==> src/rtl/cpu_run_dump_ctrl.sv <==
// Run controller for the multicycle CPU: gates cpu_run for a cycle budget or
// until halt, then reads back the first DUMP_DEPTH data-memory words over valid/ready.
module cpu_run_dump_ctrl #(
  parameter int DATA_W     = 16,
  parameter int ADDR_W     = 4,
  parameter int DUMP_DEPTH = 16,
  parameter int CYCLE_W    = 16,
  parameter int MAX_CYCLES = 45,
  parameter int MEM_RD_LAT = 1
) (
  input  logic               clock,
  input  logic               reset_n,
  input  logic               start,
  input  logic [CYCLE_W-1:0] cycle_limit,
  input  logic               cpu_halt,
  output logic               cpu_run,
  output logic               mem_rd_en,
  output logic [ADDR_W-1:0]  mem_rd_addr,
  input  logic [DATA_W-1:0]  mem_rd_data,
  output logic               dump_valid,
  input  logic               dump_ready,
  output logic [ADDR_W-1:0]  dump_addr,
  output logic [DATA_W-1:0]  dump_data,
  output logic               dump_last,
  output logic               busy,
  output logic               done,
  output logic [CYCLE_W-1:0] cycles_run,
  output logic [1:0]         stop_cause
);

  typedef enum logic [2:0] {
    S_IDLE    = 3'd0,
    S_RUN     = 3'd1,
    S_RD_REQ  = 3'd2,
    S_RD_WAIT = 3'd3,
    S_OUT     = 3'd4,
    S_DONE    = 3'd5
  } state_t;

  localparam int                  WAIT_W    = 3;
  localparam logic [WAIT_W-1:0]   WAIT_END  = WAIT_W'(MEM_RD_LAT - 1);
  localparam logic [WAIT_W-1:0]   WAIT_ONE  = WAIT_W'(1);
  localparam logic [ADDR_W-1:0]   LAST_ADDR = ADDR_W'(DUMP_DEPTH - 1);
  localparam logic [ADDR_W-1:0]   ADDR_ONE  = ADDR_W'(1);
  localparam logic [CYCLE_W-1:0]  DEF_LIMIT = CYCLE_W'(MAX_CYCLES);
  localparam logic [CYCLE_W-1:0]  CYC_ONE   = CYCLE_W'(1);

  state_t              state_r, state_s;
  logic [CYCLE_W-1:0]  limit_r, limit_s;
  logic [ADDR_W-1:0]   ptr_r, ptr_s;
  logic [WAIT_W-1:0]   wait_r, wait_s;
  logic                cpu_run_r, cpu_run_s;
  logic                mem_rd_en_r, mem_rd_en_s;
  logic                dump_valid_r, dump_valid_s;
  logic [ADDR_W-1:0]   dump_addr_r, dump_addr_s;
  logic [DATA_W-1:0]   dump_data_r, dump_data_s;
  logic                dump_last_r, dump_last_s;
  logic                busy_r, busy_s;
  logic                done_r, done_s;
  logic [CYCLE_W-1:0]  cycles_run_r, cycles_run_s;
  logic [1:0]          stop_cause_r, stop_cause_s;
  logic                hit_lim_s, hit_halt_s;

  // Next-state and next-output logic; every output is registered from these values.
  always_comb begin
    state_s      = state_r;
    limit_s      = limit_r;
    ptr_s        = ptr_r;
    wait_s       = wait_r;
    cpu_run_s    = 1'b0;
    mem_rd_en_s  = 1'b0;
    dump_valid_s = dump_valid_r;
    dump_addr_s  = dump_addr_r;
    dump_data_s  = dump_data_r;
    dump_last_s  = dump_last_r;
    cycles_run_s = cycles_run_r;
    stop_cause_s = stop_cause_r;
    hit_lim_s    = 1'b0;
    hit_halt_s   = 1'b0;

    case (state_r)
      S_IDLE, S_DONE: begin
        if (start) begin
          state_s      = S_RUN;
          limit_s      = (cycle_limit == {CYCLE_W{1'b0}}) ? DEF_LIMIT : cycle_limit;
          cycles_run_s = {CYCLE_W{1'b0}};
          stop_cause_s = 2'b00;
          ptr_s        = {ADDR_W{1'b0}};
          cpu_run_s    = 1'b1;
        end else begin
          state_s = state_r;
        end
      end

      S_RUN: begin
        // The count ends at the limit itself, so it can never overrun its width.
        cycles_run_s = cycles_run_r + CYC_ONE;
        hit_lim_s    = ((cycles_run_r + CYC_ONE) == limit_r);
        hit_halt_s   = cpu_halt;
        if (hit_lim_s || hit_halt_s) begin
          stop_cause_s = {hit_halt_s, hit_lim_s};
          state_s      = S_RD_REQ;
          mem_rd_en_s  = 1'b1;
        end else begin
          cpu_run_s = 1'b1;
        end
      end

      S_RD_REQ: begin
        state_s = S_RD_WAIT;
        wait_s  = {WAIT_W{1'b0}};
      end

      S_RD_WAIT: begin
        if (wait_r == WAIT_END) begin
          state_s      = S_OUT;
          dump_data_s  = mem_rd_data;
          dump_addr_s  = ptr_r;
          dump_last_s  = (ptr_r == LAST_ADDR);
          dump_valid_s = 1'b1;
        end else begin
          wait_s = wait_r + WAIT_ONE;
        end
      end

      S_OUT: begin
        // Only the final word skips the increment, so the pointer never wraps.
        if (dump_ready) begin
          dump_valid_s = 1'b0;
          if (dump_last_r) begin
            state_s = S_DONE;
          end else begin
            ptr_s       = ptr_r + ADDR_ONE;
            state_s     = S_RD_REQ;
            mem_rd_en_s = 1'b1;
          end
        end else begin
          state_s = S_OUT;
        end
      end

      default: begin
        state_s      = S_IDLE;
        dump_valid_s = 1'b0;
      end
    endcase

    busy_s = (state_s != S_IDLE) && (state_s != S_DONE);
    done_s = (state_s == S_DONE);
  end

  // State and output registers; async reset aborts any run or dump at once.
  always_ff @(posedge clock or negedge reset_n) begin
    if (!reset_n) begin
      state_r      <= S_IDLE;
      limit_r      <= {CYCLE_W{1'b0}};
      ptr_r        <= {ADDR_W{1'b0}};
      wait_r       <= {WAIT_W{1'b0}};
      cpu_run_r    <= 1'b0;
      mem_rd_en_r  <= 1'b0;
      dump_valid_r <= 1'b0;
      dump_addr_r  <= {ADDR_W{1'b0}};
      dump_data_r  <= {DATA_W{1'b0}};
      dump_last_r  <= 1'b0;
      busy_r       <= 1'b0;
      done_r       <= 1'b0;
      cycles_run_r <= {CYCLE_W{1'b0}};
      stop_cause_r <= 2'b00;
    end else begin
      state_r      <= state_s;
      limit_r      <= limit_s;
      ptr_r        <= ptr_s;
      wait_r       <= wait_s;
      cpu_run_r    <= cpu_run_s;
      mem_rd_en_r  <= mem_rd_en_s;
      dump_valid_r <= dump_valid_s;
      dump_addr_r  <= dump_addr_s;
      dump_data_r  <= dump_data_s;
      dump_last_r  <= dump_last_s;
      busy_r       <= busy_s;
      done_r       <= done_s;
      cycles_run_r <= cycles_run_s;
      stop_cause_r <= stop_cause_s;
    end
  end

  assign cpu_run     = cpu_run_r;
  assign mem_rd_en   = mem_rd_en_r;
  assign mem_rd_addr = ptr_r;
  assign dump_valid  = dump_valid_r;
  assign dump_addr   = dump_addr_r;
  assign dump_data   = dump_data_r;
  assign dump_last   = dump_last_r;
  assign busy        = busy_r;
  assign done        = done_r;
  assign cycles_run  = cycles_run_r;
  assign stop_cause  = stop_cause_r;

endmodule

==> config.mk <==
export PLATFORM = sky130hd
export DESIGN_NAME = cpu_run_dump_ctrl
export DESIGN_NICKNAME = d
export VERILOG_FILES = /design/src/rtl/cpu_run_dump_ctrl.sv
export SDC_FILE = /design/constraint.sdc
export NUM_CORES = 1
export LEC_CHECK = 0
export ABC_AREA = 1
export CORE_ASPECT_RATIO = 0.9
export CORE_MARGIN = 1
export CORE_UTILIZATION = 56
export CTS_BUF_LIST = sky130_fd_sc_hd__clkbuf_4
export DETAILED_ROUTE_END_ITERATION = 7
export GPL_ROUTABILITY_DRIVEN = 1
export PLACE_DENSITY_LB_ADDON = 0.2
export SETUP_SLACK_MARGIN = 0.1
export SYNTH_ARGS = -nofsm -noshare
export SYNTH_HDL_FRONTEND = slang
export SYNTH_SLANG_ARGS = --single-unit
==> constraint.sdc <==
create_clock -name clock -period 5.28 [get_ports clock]
set_input_delay 0.528 -clock clock [delete_from_list [all_inputs] [get_ports clock]]
set_output_delay 0.528 -clock clock [all_outputs]
set_load 0.005 [all_outputs]
# Yosys cells after proc, flatten, opt, wreduce, memory -nomap -nowiden
# Cells that the tools add are included.
[word_totals] out_inout_bits=48 in_bits=37 wordCells=79 ff_bits=70
[op_classes] muxes=28 n_addsub=3 bitwise=1 n_eq_ne=15 reduce_logical=18
[ops] cell="2-to-1 mux 16 bit" n=2
[ops] cell="one-hot mux 16 bit (2 select lines)" n=1
[ops] cell="2-to-1 mux 3 bit" n=6
[ops] cell="adder 16 x 1 -> 16 bit, second input constant" n=1
[ops] cell="equality test 16 bit" n=1
[ops] cell="zero test 16 bit" n=1
[ops] cell="one-hot mux 3 bit (5 select lines)" n=1
[ops] cell="2-to-1 mux 4 bit" n=3
[ops] cell="!= test 2 bit, second input constant" n=6
[ops] cell="equality test 3 bit, second input constant" n=3
[ops] cell="one-hot mux 4 bit (2 select lines)" n=1
[ops] cell="AND reduction 2 bit" n=4
[ops] cell="2-to-1 mux 1 bit" n=7
[ops] cell="equality test 3 x 2 -> 1 bit, second input constant" n=2
[ops] cell="zero test 3 bit" n=2
[ops] cell="one-hot mux 3 bit (2 select lines)" n=1
[ops] cell="AND reduction 3 bit" n=2
[ops] cell="nonzero test 2 bit" n=3
[ops] cell="adder 4 x 1 -> 4 bit, second input constant" n=1
[ops] cell="equality test 4 bit, second input constant" n=1
[ops] cell="2-to-1 mux 2 bit" n=2
[ops] cell="one-hot mux 1 bit (2 select lines)" n=2
[ops] cell="one-hot mux 2 bit (2 select lines)" n=1
[ops] cell="AND reduction 4 bit" n=1
[ops] cell="other kinds (10)" n=10

# Longest topological paths before layout
[logic_depth] depth_word=7 depth_mapped=17

# Least setup slack after synthesis
# OpenSTA, ideal clock, no wires.
[synth_timing] path_type="register -> register" from="register cycles_run_r[0], in the netlist cycles_run[0]" to="register busy_r, in the netlist busy" setup_slack_ns=3.417 n_path_buf=0 path_stages_with_launch=17 t_arrival_ns=1.744 path_cell_list="dfrtp_1 > ha_1 > nand2_2 > nor2_4 > nand2_1 > nand2_1 > nand2_1 > nand2_1 > nand2_1 > nor2_1 > nand2_1 > nor2_2 > nand3_2 > nand2_2 > nand3_1 > nand2_1 > nand2_1"
[synth_between] elab_chain_len=7 elab_cells_between_ends=8 cone_classes="1 x add/sub; 2 x eq/ne; 2 x mux; 3 x reduce/logical"
[synth_rtl] item="start: declaration" line_no="60" text="logic [CYCLE_W-1:0] cycles_run_r, cycles_run_s;"
[synth_rtl] item="start signal: assignment" line_no="167" text="cycles_run_r <= {CYCLE_W{1'b0}};"
[synth_rtl] item="start signal: assignment" line_no="182" text="cycles_run_r <= cycles_run_s;"
[synth_rtl] item="adder 16 x 1 -> 16 bit (*)" line_no="98" text="hit_lim_s = ((cycles_run_r + CYC_ONE) == limit_r);"
[synth_rtl] item="equality test 16 bit (*)" line_no="98"
[synth_rtl] item="logical OR 1 bit (*)" line_no="100" text="if (hit_lim_s || hit_halt_s) begin"
[synth_rtl] item="2-to-1 mux 3 bit (*)" line_no="100"
[synth_rtl] item="one-hot mux 3 bit (5 select lines) (*)" line_no="81" text="case (state_r)"
[synth_rtl] item="!= test 3 bit or nonzero test 3 bit (tied branches)" line_no="148" text="busy_s = (state_s != S_IDLE) && (state_s != S_DONE);"
[synth_rtl] item="logical AND 1 bit (*)" line_no="148"
[synth_rtl] item="net busy_s" line_no="58" text="logic busy_r, busy_s;"
[synth_rtl] item="end signal: assignment" line_no="180" text="busy_r <= busy_s;"
[synth_rtl] item="end: declaration" line_no="58"
# The timed path passes the listed nets; every way through them passes the cells marked *.
# A chain may end at the register's enable or synchronous reset.

# Worst setup path in the final report
[layout_timing] from="register state_r[1]" to="register busy_r, in the netlist busy"
[layout_between] elab_chain_len=5 elab_cells_between_ends=14 cone_classes="6 x eq/ne; 4 x mux; 4 x reduce/logical"
[layout_rtl] item="start: declaration" line_no="48" text="state_t state_r, state_s;"
[layout_rtl] item="start signal: assignment" line_no="170" text="state_r <= state_s;"
[layout_rtl] item="equality test 3 bit or zero test 3 bit (tied branches)" line_no="81"
[layout_rtl] item="OR reduction 2 bit" line_no="81"
[layout_rtl] item="one-hot mux 3 bit (5 select lines) (*)" line_no="81"
[layout_rtl] item="net state_s[2]" line_no="48"
[layout_rtl] item="!= test 3 bit or nonzero test 3 bit (tied branches)" line_no="148"
[layout_rtl] item="logical AND 1 bit (*)" line_no="148"
[layout_rtl] item="net busy_s" line_no="58"
# Marks and branches as above.

==> summary.txt <==
Status
  • Status: completed

Setup path
  • CP cell instances: inv_1, nor3_1, inv_1, nor2_2, inv_1, o211ai_1, inv_1, nand3_1, nand2_1, nand2_1
  • Worst path slowest cell: nor2_2
  • Req. time, crit path: 5.65 ns
  • Worst path bufs/invs: 4
  • Most common cell on crit path: inv_1
  • Max FO, Critical Path: 24
  • CP top delay family: simple AND/OR/NAND/NOR gates
  • Max incr delay on CP: 0.56 ns
  • Worst path arrival time: 2.94 ns
  • Startpoint Class: flip-flop
  • Critical path type: flip-flop to flip-flop
  • Reg-to-reg critical path startpoint: state_r[1]$_DFF_PN0_
  • R2R cell count: 10
  • RR Endpoint: busy$_DFF_PN0_
  • R2r setup slk: 2.71 ns
  • CP endpoint kind: flip-flop

Detailed routing
  • DRT Wirelength: 9140 um
  • # DRC: 0
  • 1st-iter DRT viols: 382
  • Drt via density: 5.36
  • Via count: 3,492
  • Routed length per instance: 14.0 um
  • 1st-pass router iterations: 7
  • ANT nets after route: 0

GRT
  • Initial antenna violation count: 0
  • Total track usage: 0.292
  • GR Overflow Total: 0
  • Largest net degree at the start of global routing: 71
  • First-pass GRT wire length: 15,000 um
  • Vias in the first global route: 3,277

Pwr
  • Comb power frac: 0.433
  • VDD IR max: 0.307 mV
  • Clk pwr share: 0.166
  • Flop pwr share: 0.402
  • Net Sw Frac: 0.394
  • Internal power: 1.26 mW
  • Power density over cell area: 449 nW/um^2
  • Leakage: 2.20 nW
  • Net switching power: 0.823 mW

Clock network
  • Clock-pin transition on the worst setup and hold timing paths: 0.12 ns
  • # resized after CTS: 0
  • Postcts setup bufs: 0
  • CTS Sinks: 70
  • Clock Tree Root: clkbuf_4
  • Clk Latency, worst-skew pair: 0.42 ns
  • Htree depth: 3
  • CTS Buf Count: 9
  • Hold Buf Count CTS: 0
  • CTS tree: done
  • CTS max path bufs: 2

Floorplan
  • Num rows: 27
  • IO Count: 85
  • Die width: 86.3 um
  • Core area: 6150 um^2
  • Die ar.: 6730 um^2
  • Die extent in y: 77.9 um
  • Starting density of the core: 0.583

Logic synthesis
  • Synthesized cell area: 3580 um^2
  • Ys async rst share: 1.00
  • Syn Inst Count: 471
  • Primary FF master, synth: dfrtp_1
  • Avg Cell Area, Syn: 7.61 um^2
  • EDFF count, synth: 0
  • Yosys warns: 0
  • Netlist cell types: 31
  • Post-synthesis sequential area ratio: 0.489
  • Synth Register Bits: 70
  • Net Count, Synth: 512

Timing
  • Worst Tran Pin Value: 0.875 ns
  • Unrepaired setup endpoints after global routing: no
  • Max Transition Viols Final: 0
  • Tcrit/Tclk final: 0.488
  • Setup TNS: 0 ns
  • Final hold vios: 0
  • Clock Skews: 0.0137 ns
  • Relative slew margins: 0.417
  • Final setup fails: 0
  • Fmax: 0.388 GHz
  • Tmin final: 2.57 ns

Layout
  • Share of cells above drive strength 1: 0.0674
  • Final nets: 600
  • Inserted Diodes: 0
  • Final cell count without fillers: 651
  • Area Growth Syn to Fin: 29.6%

Placement
  • # port buffers: 84
  • Inst Count DP: 635
  • DP HPWL: 6630 um
  • GP Congestion: 0.909

Job
  • Max_cap viols: 0

Worst hold path
  • Worst hold path type: primary input to asynchronous set/reset pin
cells in the mapped netlist (all sizes together) (2+ instances only):
library cell,instances,area (um^2)
o22ai,6,37.5
clkbuf,6,22.5
nand4,10,62.6
nand2,183,709
or4,4,30.0
dfrtp,70,1750
ha,4,50.1
a21oi,6,30.0
inv,59,221
nor2,32,170
o21ai,36,180
nor3,4,20.0
buf,3,15.0
nand3b,3,22.5
o211ai,2,15.0
xnor2,2,17.5
nand3,33,170
metal layers:
metal | vias to the layer above | part of all wire | GRT usage | routed length (um)
li1 | 1689 | - | - | -
met1 | 1610 | 0.44 | 0.399 | 3980
met2 | 166 | 0.46 | 0.456 | 4190
met3 | 27 | 0.085 | 0.0777 | 773
met4 | 0 | 0.021 | 0.0917 | 189
met5 | - | 0 | 0 | 0
layout by cell type, fill, tap and decap left out, drive strengths merged:
| master | instances |
|---|---|
| nor2 | 32 |
| nor3 | 4 |
| or4 | 4 |
| buf | 3 |
| a211oi | 1 |
| clkbuf | 10 |
| bufinv | 1 |
| xor2 | 1 |
| o211ai | 2 |
| clkinv | 6 |
| nand3b | 3 |
| nand2 | 183 |
| ha | 4 |
| inv | 59 |
| nand3 | 33 |
| xnor2 | 2 |
| o21ai | 36 |
| dfrtp | 70 |
| a22o | 1 |
| nand4 | 10 |
| a21oi | 6 |
| nor4 | 1 |
| clkdlybuf4s50 | 83 |
| a311oi | 1 |
| o31ai | 1 |
| nor3b | 1 |
| o22ai | 6 |
worst reg2reg max path: stages (launching register included):
cell      delay (ns)
dfrtp_1         0.42
inv_1           0.09
nor3_1          0.19
inv_1           0.10
nor2_2          0.56
inv_1           0.54
o211ai_1        0.34
inv_1           0.08
nand3_1         0.09
nand2_1         0.06
nand2_1         0.06
power groups by stage:
stage / clock [mW] / combinational (mW) / sequential, mW
global placement: 0 / 0.867 / 0.839
finish: 0.345 / 0.903 / 0.838
global route: 0.374 / 1.01 / 0.860
floorplan: 0 / 0.499 / 0.832
detailed placement: 0 / 0.895 / 0.843
CTS: 0.353 / 0.901 / 0.835
per-stage QoR:
step	area [um^2]	total power [mW]	utilization	setup slack [ns]	hold WS [ns]
after floorplan	3580	1.33	-	3.42	0.232
after global placement	4510	1.71	0.733	2.78	0.454
after detailed placement	4510	1.74	0.733	2.73	0.457
after CTS	4640	2.09	0.755	2.67	0.320
after global routing	4640	2.24	0.755	2.33	0.340
final	4640	2.09	0.755	2.71	0.292
kinds of logic (layout without fill, tap and decap cells):
logic type / after synthesis / count (layout) / share of synthesized area
AND/OR/NAND/NOR: 271 / 271 / 0.334
flip-flops: 70 / 70 / 0.489
adder cells (fa/ha/maj): 4 / 4 / 0.0140
buffers and inverters: 69 / 162 / 0.0733
AO/OA/AOI/OAI: 54 / 54 / 0.0824
XOR/XNOR: 3 / 3 / 0.00733
state kept, by name, indices dropped and copies added, names as in the netlist:
| register | flops |
|---|---|
| busy | 1 |
| cpu_run | 1 |
| cycles_run | 16 |
| done | 1 |
| dump_addr | 4 |
| dump_data | 16 |
| dump_last | 1 |
| dump_valid | 1 |
| limit_r | 16 |
| mem_rd_addr | 4 |
| mem_rd_en | 1 |
| state_r | 3 |
| stop_cause | 2 |
| wait_r | 3 |
how the worst max path moves through the flow:
stage          slack, ns                       from             end  cells after the start
4_1_cts             2.67       state_r[1]$_DFF_PN0_  busy$_DFF_PN0_                     10
3_3_place_gp        2.78       state_r[1]$_DFF_PN0_  busy$_DFF_PN0_                     10
6_report            2.71       state_r[1]$_DFF_PN0_  busy$_DFF_PN0_                     10
2_1_floorplan       3.42  cycles_run[0]$_DFFE_PN0P_  busy$_DFF_PN0_                     16
5_1_grt             2.33       state_r[1]$_DFF_PN0_  busy$_DFF_PN0_                     10
3_5_place_dp        2.73       state_r[1]$_DFF_PN0_  busy$_DFF_PN0_                      9
cell type report:
| class | instances | area (um^2) |
|---|---|---|
| clock buffer | 10 | 75.1 |
| clock inverter | 6 | 62.6 |
| fill | 491 | 1500 |
| inverter | 60 | 225 |
| multi-input combinational | 332 | 1570 |
| sequential | 70 | 1750 |
| tap | 87 | 109 |
| timing repair buffer | 86 | 851 |
No activity file was read; power rests on OpenSTA's default activity.
